### config.mk
export PLATFORM = sky130hd
export DESIGN_NAME = int_sched
export DESIGN_NICKNAME = d
export VERILOG_FILES = /design/src/rtl/int_sched_pkg.sv /design/src/rtl/int_prio_enc.sv /design/src/rtl/int_sched.sv
export SDC_FILE = /design/constraint.sdc
export NUM_CORES = 1
export LEC_CHECK = 0
export CAP_MARGIN = 20
export CORE_MARGIN = 2
export CORE_UTILIZATION = 30
export CTS_BUF_LIST = sky130_fd_sc_hd__clkbuf_8 sky130_fd_sc_hd__clkbuf_16
export CTS_CLUSTER_DIAMETER = 100
export DETAILED_ROUTE_END_ITERATION = 16
export DONT_BUFFER_PORTS = 1
export PLACE_DENSITY = 0.42
export SETUP_SLACK_MARGIN = 0.02
export SLEW_MARGIN = 20
export SYNTH_ARGS = -nofsm -noshare
export SYNTH_HDL_FRONTEND = slang
export SYNTH_SLANG_ARGS = --single-unit
### constraint.sdc
create_clock -name clk -period 2 [get_ports clk]
set_input_delay 0.4 -clock clk [delete_from_list [all_inputs] [get_ports clk]]
set_output_delay 0.4 -clock clk [all_outputs]
set_load 0.01 [all_outputs]
### src/rtl/int_sched_pkg.sv
// rtl/int_sched_pkg.sv - shared types, cause codes and priority order for int_sched
//   Contents: int_sched_state_t state enum, CAUSE_* interrupt cause codes,
//   PRIO_ORDER highest-first list, CAUSE_MASK of schedulable bits,
//   pickCause() helper returning the highest-priority set bit of a 12-bit set.
package int_sched_pkg;

    typedef enum logic [1:0] {
        IDLE  = 2'd0,
        ARMED = 2'd1,
        ISSUE = 2'd2,
        WFI   = 2'd3
    } int_sched_state_t;

    localparam logic [3:0] CAUSE_SSI = 4'd1;
    localparam logic [3:0] CAUSE_MSI = 4'd3;
    localparam logic [3:0] CAUSE_STI = 4'd5;
    localparam logic [3:0] CAUSE_MTI = 4'd7;
    localparam logic [3:0] CAUSE_SEI = 4'd9;
    localparam logic [3:0] CAUSE_MEI = 4'd11;

    localparam int PRIO_LEN = 6;

    // Highest priority first.
    localparam logic [3:0] PRIO_ORDER [PRIO_LEN] = '{
        CAUSE_MEI, CAUSE_MSI, CAUSE_MTI, CAUSE_SEI, CAUSE_SSI, CAUSE_STI
    };

    // Only the six architected causes can be scheduled; other bits have no cause code.
    localparam logic [11:0] CAUSE_MASK = 12'hAAA;

    // Walk the list lowest priority first so the highest-priority hit is written last.
    function automatic logic [3:0] pickCause(input logic [11:0] set);
        logic [3:0] c;
        c = 4'd0;
        for (int i = PRIO_LEN - 1; i >= 0; i--) begin
            if (set[PRIO_ORDER[i]]) begin
                c = PRIO_ORDER[i];
            end
        end
        return c;
    endfunction

endpackage

### src/rtl/int_prio_enc.sv
// rtl/int_prio_enc.sv - combinational priority encoder over qualified M and S interrupt sets
//   mSet  in  12  enabled, non-delegated pending interrupts
//   sSet  in  12  enabled, delegated pending interrupts
//   valid out 1   some schedulable interrupt present
//   cause out 4   winning cause code
//   deleg out 1   winner came from the S set
module int_prio_enc
    import int_sched_pkg::*;
(
    input  logic [11:0] mSet,
    input  logic [11:0] sSet,
    output logic        valid,
    output logic [3:0]  cause,
    output logic        deleg
);

    logic [11:0] mQual;
    logic [11:0] sQual;

    assign mQual = mSet & CAUSE_MASK;
    assign sQual = sSet & CAUSE_MASK;

    // Any M-level interrupt outranks every S-level one, regardless of cause.
    always_comb begin
        valid = 1'b0;
        cause = 4'd0;
        deleg = 1'b0;
        if (|mQual) begin
            valid = 1'b1;
            cause = pickCause(mQual);
        end else if (|sQual) begin
            valid = 1'b1;
            cause = pickCause(sQual);
            deleg = 1'b1;
        end
    end

endmodule

### src/rtl/int_sched.sv
// rtl/int_sched.sv - interrupt scheduler and WFI sequencer between CSR file and trap unit
//   Optional macro INT_SCHED_WFI_TIMEOUT_EN: enables the WFI cycle counter so the
//   TW timeout fires after TW_TIMEOUT stall cycles; without it the timeout is immediate.
//   Inputs : clk, reset (sync, active-high), MIP_REGW/MIE_REGW/MIDELEG_REGW [11:0],
//            STATUS_MIE, STATUS_SIE, STATUS_TW, PrivilegeModeW [1:0],
//            CommittedM, CommittedF, InstrValidM, wfiM, TrapAckM
//   Outputs: IntReqM, IntCauseM [3:0], IntDelegateM, IntPendingM, WfiStallM, WfiTimeoutM
module int_sched
    import int_sched_pkg::*;
#(
    parameter int TW_TIMEOUT = 255,
    parameter int TCNT_BITS  = 8
) (
    input  logic        clk,
    input  logic        reset,
    input  logic [11:0] MIP_REGW,
    input  logic [11:0] MIE_REGW,
    input  logic [11:0] MIDELEG_REGW,
    input  logic        STATUS_MIE,
    input  logic        STATUS_SIE,
    input  logic        STATUS_TW,
    input  logic [1:0]  PrivilegeModeW,
    input  logic        CommittedM,
    input  logic        CommittedF,
    input  logic        InstrValidM,
    input  logic        wfiM,
    input  logic        TrapAckM,
    output logic        IntReqM,
    output logic [3:0]  IntCauseM,
    output logic        IntDelegateM,
    output logic        IntPendingM,
    output logic        WfiStallM,
    output logic        WfiTimeoutM
);

    if (TW_TIMEOUT >= (1 << TCNT_BITS)) begin : gBadParam
        $error("int_sched: TCNT_BITS too narrow for TW_TIMEOUT");
    end

    int_sched_state_t state;

    logic [11:0] pend;
    logic [11:0] mSet;
    logic [11:0] sSet;
    logic        mEnable;
    logic        sEnable;
    logic        candValid;
    logic [3:0]  candCause;
    logic        candDeleg;
    logic [3:0]  causeReg;
    logic        delegReg;
    logic        pendReg;
    logic        cntAtLimit;
    logic        wfiTimeout;

    assign pend    = MIP_REGW & MIE_REGW;
    assign mEnable = (PrivilegeModeW != 2'd3) | STATUS_MIE;
    // S-level interrupts are masked entirely while in M-mode.
    assign sEnable = (PrivilegeModeW == 2'd0) | ((PrivilegeModeW == 2'd1) & STATUS_SIE);
    assign mSet    = mEnable ? (pend & ~MIDELEG_REGW) : 12'd0;
    assign sSet    = sEnable ? (pend & MIDELEG_REGW) : 12'd0;

    int_prio_enc uPrioEnc (
        .mSet  (mSet),
        .sSet  (sSet),
        .valid (candValid),
        .cause (candCause),
        .deleg (candDeleg)
    );

`ifdef INT_SCHED_WFI_TIMEOUT_EN
    logic [TCNT_BITS-1:0] wfiCnt;

    // Counter only runs inside WFI, so leaving WFI doubles as the clear on entry.
    always_ff @(posedge clk) begin
        if (reset) begin
            wfiCnt <= '0;
        end else if (state != WFI) begin
            wfiCnt <= '0;
        end else if (wfiCnt != {TCNT_BITS{1'b1}}) begin
            wfiCnt <= wfiCnt + 1'b1;
        end
    end

    assign cntAtLimit = (wfiCnt == TCNT_BITS'(TW_TIMEOUT));
`else
    assign cntAtLimit = 1'b1;
`endif

    // Any ungated pending bit wakes WFI, and a wake-up suppresses the timeout.
    assign wfiTimeout = (state == WFI) & ~reset & ~(|pend) & STATUS_TW &
                        (PrivilegeModeW != 2'd3) & cntAtLimit;

    always_ff @(posedge clk) begin
        if (reset) begin
            state    <= IDLE;
            causeReg <= 4'd0;
            delegReg <= 1'b0;
            pendReg  <= 1'b0;
        end else begin
            pendReg <= |pend;
            case (state)
                IDLE: begin
                    if (candValid) begin
                        state <= ARMED;
                    end else if (wfiM & InstrValidM) begin
                        state <= WFI;
                    end
                end
                ARMED: begin
                    // Track the current winner until issue; ISSUE then freezes it.
                    causeReg <= candCause;
                    delegReg <= candDeleg;
                    if (!candValid) begin
                        state <= IDLE;
                    end else if (!CommittedM && !CommittedF) begin
                        state <= ISSUE;
                    end
                end
                ISSUE: begin
                    if (TrapAckM || !candValid) begin
                        state <= IDLE;
                    end
                end
                WFI: begin
                    if (|pend) begin
                        state <= candValid ? ARMED : IDLE;
                    end else if (wfiTimeout) begin
                        state <= IDLE;
                    end
                end
                default: state <= IDLE;
            endcase
        end
    end

    assign IntReqM      = (state == ISSUE);
    assign IntCauseM    = causeReg;
    assign IntDelegateM = delegReg;
    assign IntPendingM  = pendReg;
    assign WfiStallM    = (state == WFI);
    assign WfiTimeoutM  = wfiTimeout;

endmodule

### Yosys cells after proc, flatten, opt, wreduce, memory -nomap -nowiden

Cells that the tools add are included.

* register bits after elaboration: 8
* word-level logic and storage cells: 66

* equal/unequal tests: 9
* muxes and demuxes: 28
* bitwise gates (word level): 14
* reductions and logical operators: 11

Operators by type and width (number)
* $mux W4: 10
* $and A12 B12 Y12: 3
* $mux W12: 2
* $mux W2: 7
* $mux W3: 4
* $not A12 Y12: 1
* $reduce_or A12 Y1: 1
* $reduce_or A6 Y1: 2
* $pmux W2 S4: 1
* $and A1 B1 Y1: 6
* $ne A3 B3 Y1 const B: 2
* $eq A2 B1 Y1 const B: 2
* $eq A2 B2 Y1 const B: 2
* $logic_not A2 Y1: 2
* $mux W1: 4
* $reduce_and A4 Y1: 1
* $logic_not A1 Y1: 3
* $ne A3 B1 Y1 const B: 1
* $ne A2 B1 Y1 const B: 1
* $ne A2 B2 Y1 const B: 1
* $not A1 Y1: 2
* $or A1 B1 Y1: 2
* $logic_and A1 B1 Y1: 1
* $logic_or A1 B1 Y1: 1

### Logic depth before layout (Yosys ltp)

Gate-level depths: netlist of the first run.

* depth after elaboration: 12
* mapped depth: 5
* gate-level depth less buffers: 5

### By module

From an unflattened synthesis of the first run, not the netlist that was laid out.

* cells, all modules: 113
* area, all modules: 808.3 um2

Modules (own cells, without submodules)
* int_sched: instances 1, cells each 92, area an instance 675.6 um2, sequential area each 160.2 um2
* int_prio_enc: instances 1, cells each 21, area an instance 132.6 um2, sequential area each 0.0 um2

### Worst setup path after synthesis of the first run

OpenSTA, ideal clock, no wires.

* path type: input-to-reg
* from: input PrivilegeModeW[0]
* to: register state[1]
* setup time: 0.078 ns
* arrival time: 1.525 ns
* required time: 1.922 ns
* slack: 0.397 ns
* cell stages on the path: 5
* cell sequence: nor2b_4 > or3_1 > and3_4 > a221o_1 > a32oi_1

* word-level cells in the longest chain between the ends: 11
* elaborated cells between the ends (all ways): 23
* classes of those cells: 6 x eq/ne; 7 x mux; 4 x bitwise; 6 x reduce/logical

RTL lines
* from (decl): line int_sched.sv:22 `input logic [1:0] PrivilegeModeW,`
* $eq A2 B1 Y1: line int_sched.sv:59 `assign sEnable = (PrivilegeModeW == 2'd0) | ((PrivilegeModeW == 2'd1) & STATUS_SIE);`
* $and A1 B1 Y1: line int_sched.sv:59
* $or A1 B1 Y1: line int_sched.sv:59
* $mux W12: line int_sched.sv:61 `assign sSet = sEnable ? (pend & MIDELEG_REGW) : 12'd0;`
* $reduce_or A6 Y1: line int_prio_enc.sv:31 `end else if (|sQual) begin`
* $mux W1: line int_prio_enc.sv:31
* $mux W1: line int_prio_enc.sv:28 `if (|mQual) begin`
* $logic_not A1 Y1: line int_sched.sv:121 `if (TrapAckM || !candValid) begin`
* $logic_or A1 B1 Y1: line int_sched.sv:121
* $ne A2 B1 Y1 (no source line)
* $reduce_and A4 Y1 (no source line)
* to (signal assigned): line int_sched.sv:127 `state <= candValid ? ARMED : IDLE;`
* to (decl): line int_sched.sv:40 `int_sched_state_t state;`

Parallel ways exist; a longest one is shown, timed or not.
A chain may end at the register's enable or synchronous reset.

### Worst setup path after layout of the first run

* from: register state[1]
* to: output WfiTimeoutM

* word-level cells in the longest chain between the ends: 5

RTL lines
* $eq A2 B2 Y1: line int_sched.sv:91 `assign wfiTimeout = (state == WFI) & ~reset & ~(|pend) & STATUS_TW &`
* $and A1 B1 Y1 (4 in series): line int_sched.sv:91
* to (decl): line int_sched.sv:33 `output logic WfiTimeoutM`

Every way passes these cells.

==> results of run 1 <==
-- logic make-up after synthesis --
logic type / count (synthesis)
and+or+nand+nor: 53
DFF: 8
buffers and inverters: 4
AOI/OAI and AO/OA: 29
-- power by group --
part	total [mW]	switching, mW	internal (mW)
combinational	0.119	0.0652	0.0537
sequential	0.209	0.0279	0.181
clock	0.189	0.0595	0.130
total	0.518	0.152	0.365
-- final cells by class --
class,count,share of cell area (%)
flip-flops and latches,8,21.1
repair buffers,1,0.988
clock buffers,3,5.44
well taps,28,4.61
inverters,1,0.494
multi-input cells,82,67.4
-- sequential cells by signal, summed over array words and instances, names as in the netlist --
signal	flops
state	2
IntCauseM	4
IntPendingM	1
IntDelegateM	1
-- worst paths after layout --
check	endpoint	cells after the start
setup / recovery	WfiTimeoutM	3
hold / removal	IntDelegateM	1
setup reg to reg	IntCauseM[2]	3
hold reg to reg	IntDelegateM	2
-- metrics by stage --
step	hold WS, ns	setup WS [ns]
after floorplan	0.481	0.397
after global placement	0.472	0.313
after detailed placement	0.476	0.331
after CTS	0.235	0.269
after global routing	0.236	0.160
final	0.245	0.270
-- routing by layer --
layer	up-vias	global-route usage, %	wire, um
li1	375	-	-
met1	333	18.8	824
met2	36	21.3	870
met3	2	2.59	164
met4	0	7.89	17
met5	-	0	0
-- Yosys cell counts --
cell type / instances / area [sq um]
a311oi_1: 2 / 17.5
a211oi_1: 3 / 22.5
o31ai_1: 1 / 7.51
a21oi_1: 2 / 10.0
inv_1: 1 / 3.75
nor4_1: 2 / 12.5
o221ai_1: 1 / 8.76
a31oi_1: 1 / 6.26
o2bb2ai_1: 1 / 8.76
nand3_1: 11 / 55.1
a22oi_1: 6 / 45.0
clkbuf_1: 3 / 11.3
a211o_1: 1 / 8.76
a221o_1: 1 / 10.0
nand2_1: 9 / 33.8
o21ai_0: 5 / 25.0
nand3b_1: 5 / 37.5
dfxtp_1: 8 / 160
a32oi_1: 1 / 8.76
a31o_2: 1 / 8.76
and2b_2: 1 / 8.76
nor2b_4: 1 / 13.8
nor2_1: 9 / 33.8
or2_2: 1 / 6.26
nor2b_1: 2 / 12.5
a311o_1: 1 / 10.0
a21o_2: 1 / 8.76
nand2b_1: 2 / 12.5
or3_1: 1 / 6.26
nor4bb_1: 1 / 10.0
nand4_1: 3 / 18.8
and3_4: 1 / 11.3
nor3_1: 3 / 15.0
nand4b_1: 1 / 8.76
o21ai_2: 1 / 8.76
==> flow_summary.toml, run 1 <==
[run_status]
status = "finished clean"

[timing]
skew_ns = 0.00167
hold_viol_final = 0
fmaxAchievable_mhz = 578
finalCritPeriodShare_pct = 86.5
maxSlewViolCount = 0
setup_tns_ns = 0
max-slew-margin-rel_pct = 68.7
period_needed_ns = 1.73
setup_violations = 0
tightest_slew_ns = 0.469
rsz0062_at_grt = "no"

[routing]
totalWireLength_mm = 1.88
avgViaCountPerCell = 6.07
wire_per_inst_um = 15.3
drc_errors = 0
drt_iter0_drc = 15
vias = 746
ant_nets = 0
first_pass_iters = 4

[layout]
final_cell_mix = "nand3_1, nand2_1, nor2_1, dfxtp_1, a22oi_1"
finalNonFillerCells = 123
final_common_cell = "nand3_1"
fillCellCount = 247
postLayoutCoreUtil_pct = 34.7
layout-drive-gt1-share_pct = 11.6
diodes = 0
regArea_sq_um = 160
multiInputGateArea_sq_um = 512
area.growth.synth_to_final_pct = 10.6
final_area_sq_um = 759
fin_nets = 145

[global_route]
grt_pass1_vias = 654
grt_max_degree = 13
grt_overflow_total = 0
grt_pass1_wl_mm = 2.80
grt_util_all_layers_pct = 14.2
grt_antenna_before_repair = 0

[setup_path]
cp_cell_sequence = "nand2_1 > nor4_1 > buf_4"
critical-path-top-delay-family = "flip-flops"
crit_path_max_fanout = 11
worstReg2RegStart = "state[0]"
worst-path-buf-inv = 1
start_kind = "flip-flop"
cp.arrival_ns = 1.33
max_stage_delay_ns = 0.50
path_class = "flip-flop to primary output"
crit_path_end_kind = "primary output"
regToRegSetupSlack_ns = 0.67
critPathLaunch = "state[1]"
required_ns = 1.60
crit_path_top_delay_cell = "dfxtp_1"

[cts]
cts.sinks = 8
cts_tree = "built"
root_buffer = "clkbuf_8"
clockBufferDepth = 2
cts_hold_buf = 0
cts_htree_levels = 1
clkTransAtPathRegs_ns = 0.04
cts_buffers = 3
cts_setup_buffers = 0
cts_resized = 0
worst_skew_pair.late_latency_ns = 0.22

[synth]
synth_warnings = 0
avgSynthCellArea_sq_um = 7.31
ys_seq_area_share_pct = 23.3
synth_cell_type_count = 35
synth_mux_area_share_pct = 0
synth_compound_area_share_pct = 31.3
synth_xor_area_share_pct = 0
synth_cells = 94
synthSimpleGateAreaFrac_pct = 43.2
synthAdderAreaFrac_pct = 0
syn-num-nets = 142
ys_seq_elements = 8
synth_area_sq_um = 687
synth_top_family_by_area = "simple AND/OR/NAND/NOR gates"

[pwr]
p_total_mw = 0.518
power.density_mw_per_mm2 = 681
power_leakage_nw = 0.270
ir_drop_uv = 249

[place]
numPortBuffers = 0
place.gp.congestion = 0.728
place_inst = 120
placed_area_sq_um = 718
dp_hpwl_mm = 1.58

[hold_path]
hp-class = "primary input to flip-flop"
hold_start = "reset"

[job]
max_cap_violations = 0

[floorplan]
fp.dieH_um = 51.9
die_w_um = 51.9
num_io_pins = 57
fp.coreArea_sq_mm = 0.00219
die_area_sq_mm = 0.00269
start_util_pct = 31.4
rows = 17
Note: power is estimated with default switching activity, not from simulation.
==> run 2, diff against run 1 <==
==> constraint.sdc (replaced) <==
create_clock -name clk -period 2 [get_ports clk]
set_input_delay 0.4 -clock clk [delete_from_list [all_inputs] [get_ports clk]]
set_output_delay 0.4 -clock clk [all_outputs]
set_load 0.05 [all_outputs]
==> flow_summary.toml, run 2 (synthesized netlist as in run 1, its figures left out) <==
[setup_path]
regToRegSetupSlack_ns = 0.70
required_ns = 1.60
crit_path_end_kind = "primary output"
rr_worst_depth = 4
cp.arrival_ns = 1.30
critPathLaunch = "MIP_REGW[3]"
path_class = "primary input to primary output"
r2r_end = "IntCauseM[0]"
worstReg2RegStart = "state[0]"
start_kind = "primary input"
crit_end = "WfiTimeoutM"
crit_path_max_fanout = 3

[pwr]
p_total_mw = 0.583
p_seq_share_pct = 42.0
clock_power_share_pct = 32.5
power.density_mw_per_mm2 = 731
ir_drop_uv = 289
p_sw_share_pct = 35.9
power_leakage_nw = 0.294
pwr-share-comb_pct = 25.5
power.switching_mw = 0.209
intPower_mw = 0.374

[global_route]
grt_util_all_layers_pct = 15.4
grt_antenna_before_repair = 0
grt_pass1_wl_mm = 3.08
grt_pass1_vias = 709
grt_max_degree = 13
grt_overflow_total = 0

[layout]
fillCellCount = 239
multiInputGateArea_sq_um = 527
layout-drive-gt1-share_pct = 15.3
largest_reg_flops = 4
final_area_sq_um = 797
final_common_cell = "nand3_1"
final_cell_mix = "nand3_1, nand2_1, nor2_1, dfxtp_1, a22oi_1"
area.growth.synth_to_final_pct = 16.0
diodes = 0
regArea_sq_um = 160
fin_nets = 148
finalNonFillerCells = 126

[floorplan]
fp.dieH_um = 51.9
die_area_sq_mm = 0.00269
start_util_pct = 31.4
rows = 17
fp.coreArea_sq_mm = 0.00219
die_w_um = 51.9
num_io_pins = 57

[timing]
finalCritPeriodShare_pct = 85.1
skew_ns = 0.000560
tightest_slew_ns = 0.509
setup_tns_ns = 0
setup_violations = 0
hold_viol_final = 0
max-slew-margin-rel_pct = 66.0
period_needed_ns = 1.70
whs_ns = 0.242
rsz0062_at_grt = "no"
fmaxAchievable_mhz = 587
maxSlewViolCount = 0

[cts]
worst_skew_pair.late_latency_ns = 0.22
cts_tree = "built"
clockBufferDepth = 2
clkTransAtPathRegs_ns = 0.04
cts_htree_levels = 1
root_buffer = "clkbuf_8"
cts_hold_buf = 0
cts_buffers = 3
cts_resized = 0
cts.sinks = 8
cts_setup_buffers = 0

[routing]
first_pass_iters = 4
vias = 743
totalWireLength_mm = 1.89
drc_errors = 0
ant_nets = 0
drt_iter0_drc = 7
wire_per_inst_um = 15.0
avgViaCountPerCell = 5.90

[place]
place.gp.congestion = 0.799
placed_area_sq_um = 756
dp_hpwl_mm = 1.63
numPortBuffers = 0
place_inst = 123

[hold_path]
hp-class = "primary input to flip-flop"
hold_depth = 1

[job]
max_cap_violations = 0

[run_status]
status = "finished clean"
-- run 2: cell count changes in the layout (fill, tap and decap cells not counted), sizes merged --
cell  previous run  this run
buf              1         4
-- run 2: how the worst min path moves through the flow --
stage	slack, ns	from	end
final	0.24	reset	IntDelegateM
after global routing	0.24	reset	IntDelegateM
after CTS	0.23	reset	IntDelegateM
after detailed placement	0.47	reset	IntDelegateM
after global placement	0.47	reset	IntDelegateM
after floorplan	0.54	state[0]	state[1]
-- run 2: cell type report --
class	instances	share of cell area, %
multi-input cells	82	66.1
well taps	28	4.40
repair buffers	4	3.77
flip-flops and latches	8	20.1
clock buffers	3	5.18
inverters	1	0.471
-- run 2: through the flow --
stage,utilization (%),setup WS [ns]
final,36.4,0.297
after global routing,36.4,0.232
after CTS,36.4,0.289
after detailed placement,34.5,0.287
after global placement,34.5,0.311
after floorplan,-,0.206
-- run 2: routing by layer --
metal | routed length, um | up-vias | GRT usage [%]
li1 | - | 382 | -
met1 | 806 | 324 | 20.0
met2 | 918 | 35 | 24.7
met3 | 147 | 2 | 2.59
met4 | 21 | 0 | 6.58
met5 | 0 | - | 0
-- run 2: worst max-delay path, stage by stage --
cell	delay, ns
a22oi_1	0.21
nand4_1	0.21
nor4_4	0.24
buf_4	0.23
-- run 2: power by group through the flow --
stage | Combinational, mW | Sequential, mW | Clock (mW)
2_1_floorplan | 0.117 | 0.248 | 0
3_3_place_gp | 0.148 | 0.248 | 0
3_5_place_dp | 0.149 | 0.248 | 0
4_1_cts | 0.150 | 0.245 | 0.197
5_1_grt | 0.168 | 0.247 | 0.211
6_report | 0.149 | 0.245 | 0.189
==> run 3, diff against run 2 <==
--- a/config.mk
+++ b/config.mk
@@ -5,6 +5,7 @@
 export SDC_FILE = /design/constraint.sdc
 export NUM_CORES = 1
 export LEC_CHECK = 0
+export ABC_AREA = 1
 export CAP_MARGIN = 20
 export CORE_MARGIN = 2
 export CORE_UTILIZATION = 30
==> flow_summary.toml, run 3 <==
[global_route]
grt_max_degree = 11
grt_pass1_vias = 784
grt_pass1_wl_mm = 3.19
grt_antenna_before_repair = 0
grt_overflow_total = 0
grt_util_all_layers_pct = 15.2

[pwr]
power.density_mw_per_mm2 = 1010
power.switching_mw = 0.426
p_seq_share_pct = 43.5
intPower_mw = 0.449
pwr-share-comb_pct = 34.2
power_leakage_nw = 0.446
ir_drop_uv = 670
p_sw_share_pct = 48.7
clock_power_share_pct = 22.4

[synth]
synthFlopType = "dfxtp_1"
synth_cell_type_count = 23
ys_top_cells_by_count = "nand2_1, nor2_1, inv_1"
synth_top_family_by_area = "simple AND/OR/NAND/NOR gates"
yosysMostFrequentCell = "nand2_1"
synth_xor_area_share_pct = 0
synth_compound_area_share_pct = 16.0
synth_cells = 136
syn-num-nets = 184
synth_area_leader_cell = "dfxtp_1"
synthAdderAreaFrac_pct = 0
synth_area_sq_um = 776
ys_seq_area_share_pct = 20.6
synth_mux_area_share_pct = 0
synthArstFlopShare_pct = 0
synth_edf_count = 0
synthSimpleGateAreaFrac_pct = 52.7
yosys.area.top_type_share_pct = 20.6
avgSynthCellArea_sq_um = 5.70
synth_warnings = 0
ys_seq_elements = 8
ys_top_cells_by_area = "dfxtp_1, nand2_1, nor2_1, inv_1, nand3_1"

[routing]
route.met2.wl_um = 881
drt-met1-wl_um = 853
vias = 826
wire_per_inst_um = 11.2
avgViaCountPerCell = 4.83
totalWireLength_mm = 1.92
first_pass_iters = 4
drc_errors = 0
dr.max_layer_used = "met4"
met3WireLength_um = 171
ant_nets = 0
drt_iter0_drc = 18

[timing]
setup_tns_ns = 0
tightest_slew_ns = 0.543
fmaxAchievable_mhz = 621
finalCritPeriodShare_pct = 80.5
period_needed_ns = 1.61
skew_ns = 0.000556
max-slew-margin-rel_pct = 63.7
rsz0062_at_grt = "no"
fin_ws_ns = 0.390
hold_viol_final = 0
maxSlewViolCount = 0
setup_violations = 0

[cts]
root_buffer = "clkbuf_8"
cts_hold_buf = 0
clkTransAtPathRegs_ns = 0.04
cts_htree_levels = 1
cts.sinks = 8
clockBufferDepth = 2
cts_tree = "built"
cts_buffers = 3
cts_setup_buffers = 0
cts_resized = 0
worst_skew_pair.late_latency_ns = 0.23

[hold_path]
hold_start = "reset"
hp-class = "primary input to flip-flop"

[setup_path]
crit_path_end_kind = "primary output"
start_kind = "flip-flop"
path_class = "flip-flop to primary output"
required_ns = 1.60
critPathLaunch = "state[0]"
cp.arrival_ns = 1.21
crit_path_max_fanout = 4
worstReg2RegStart = "state[0]"

[floorplan]
rows = 18
fp.dieH_um = 54.9
die_w_um = 54.9
num_io_pins = 57
start_util_pct = 31.6
fp.coreArea_sq_mm = 0.00245
die_area_sq_mm = 0.00301

[place]
dp_hpwl_mm = 1.67
place.gp.congestion = 0.749
dp_worst_setup_slack_ns = 0.341
numPortBuffers = 0

[layout]
largest_reg_flops = 4
diodes = 0
fin_nets = 191
area.growth.synth_to_final_pct = 11.6
layout-drive-gt1-share_pct = 11.3
final_cell_mix = "nand2_1, nor2_1, inv_1, nand3_1, dfxtp_1"
final_common_cell = "nand2_1"

[run_status]
status = "finished clean"

[job]
max_cap_violations = 0
[run 3: per-stage QoR]
step                      instances  util, %  power, mW  cell area (sq um)  hold WS (ns)
after floorplan                 136        -      0.621                776         0.469
after global placement          168     33.6      0.684                825         0.472
after detailed placement        168     33.6      0.686                825         0.474
after CTS                       171     35.3      0.889                866         0.230
after global routing            171     35.3      0.956                866         0.231
final                           171     35.3      0.875                866         0.235
[run 3: worst max-delay path: stages (launching register included)]
cell and delay [ns]:
dfxtp_1 0.36, nand2_1 0.08, inv_1 0.09, nand4_1 0.12, nor2_1 0.12, buf_4 0.21
[run 3: final cells by class]
cell class                      count  area [sq um]
Fill cell                         278          1590
Multi-Input combinational cell    108           533
Sequential cell                     8           160
Inverter                           19          71.3
Clock buffer                        3          41.3
Tap cell                           30          37.5
Timing Repair Buffer                3          22.5
[run 3: worst paths after layout]
kind                                endpoint  slack [ns]  depth (start not counted)
worst max-delay path             WfiTimeoutM        0.39                          5
worst min register to register      state[0]        0.57                          4
worst max register to register      state[0]        0.58                          7
worst min-delay path            IntCauseM[0]        0.24                          1
[run 3: per-layer routing]
layer	GRT usage, %	vias to the layer above
li1	-	453
met1	18.9	344
met2	24.8	27
met3	6.28	2
met4	2.50	0
met5	0	-
[run 3: cells by family after synthesis]
logic type	after synthesis
and+or+nand+nor	88
buffers and inverters	20
DFF	8
AOI/OAI and AO/OA	20
[run 3: power groups by stage]
stage | sequential (mW) | clock [mW] | combinational [mW]
after floorplan | 0.373 | 0 | 0.248
after global placement | 0.384 | 0 | 0.300
after detailed placement | 0.384 | 0 | 0.302
after CTS | 0.381 | 0.204 | 0.304
after global routing | 0.390 | 0.211 | 0.355
final | 0.380 | 0.196 | 0.299
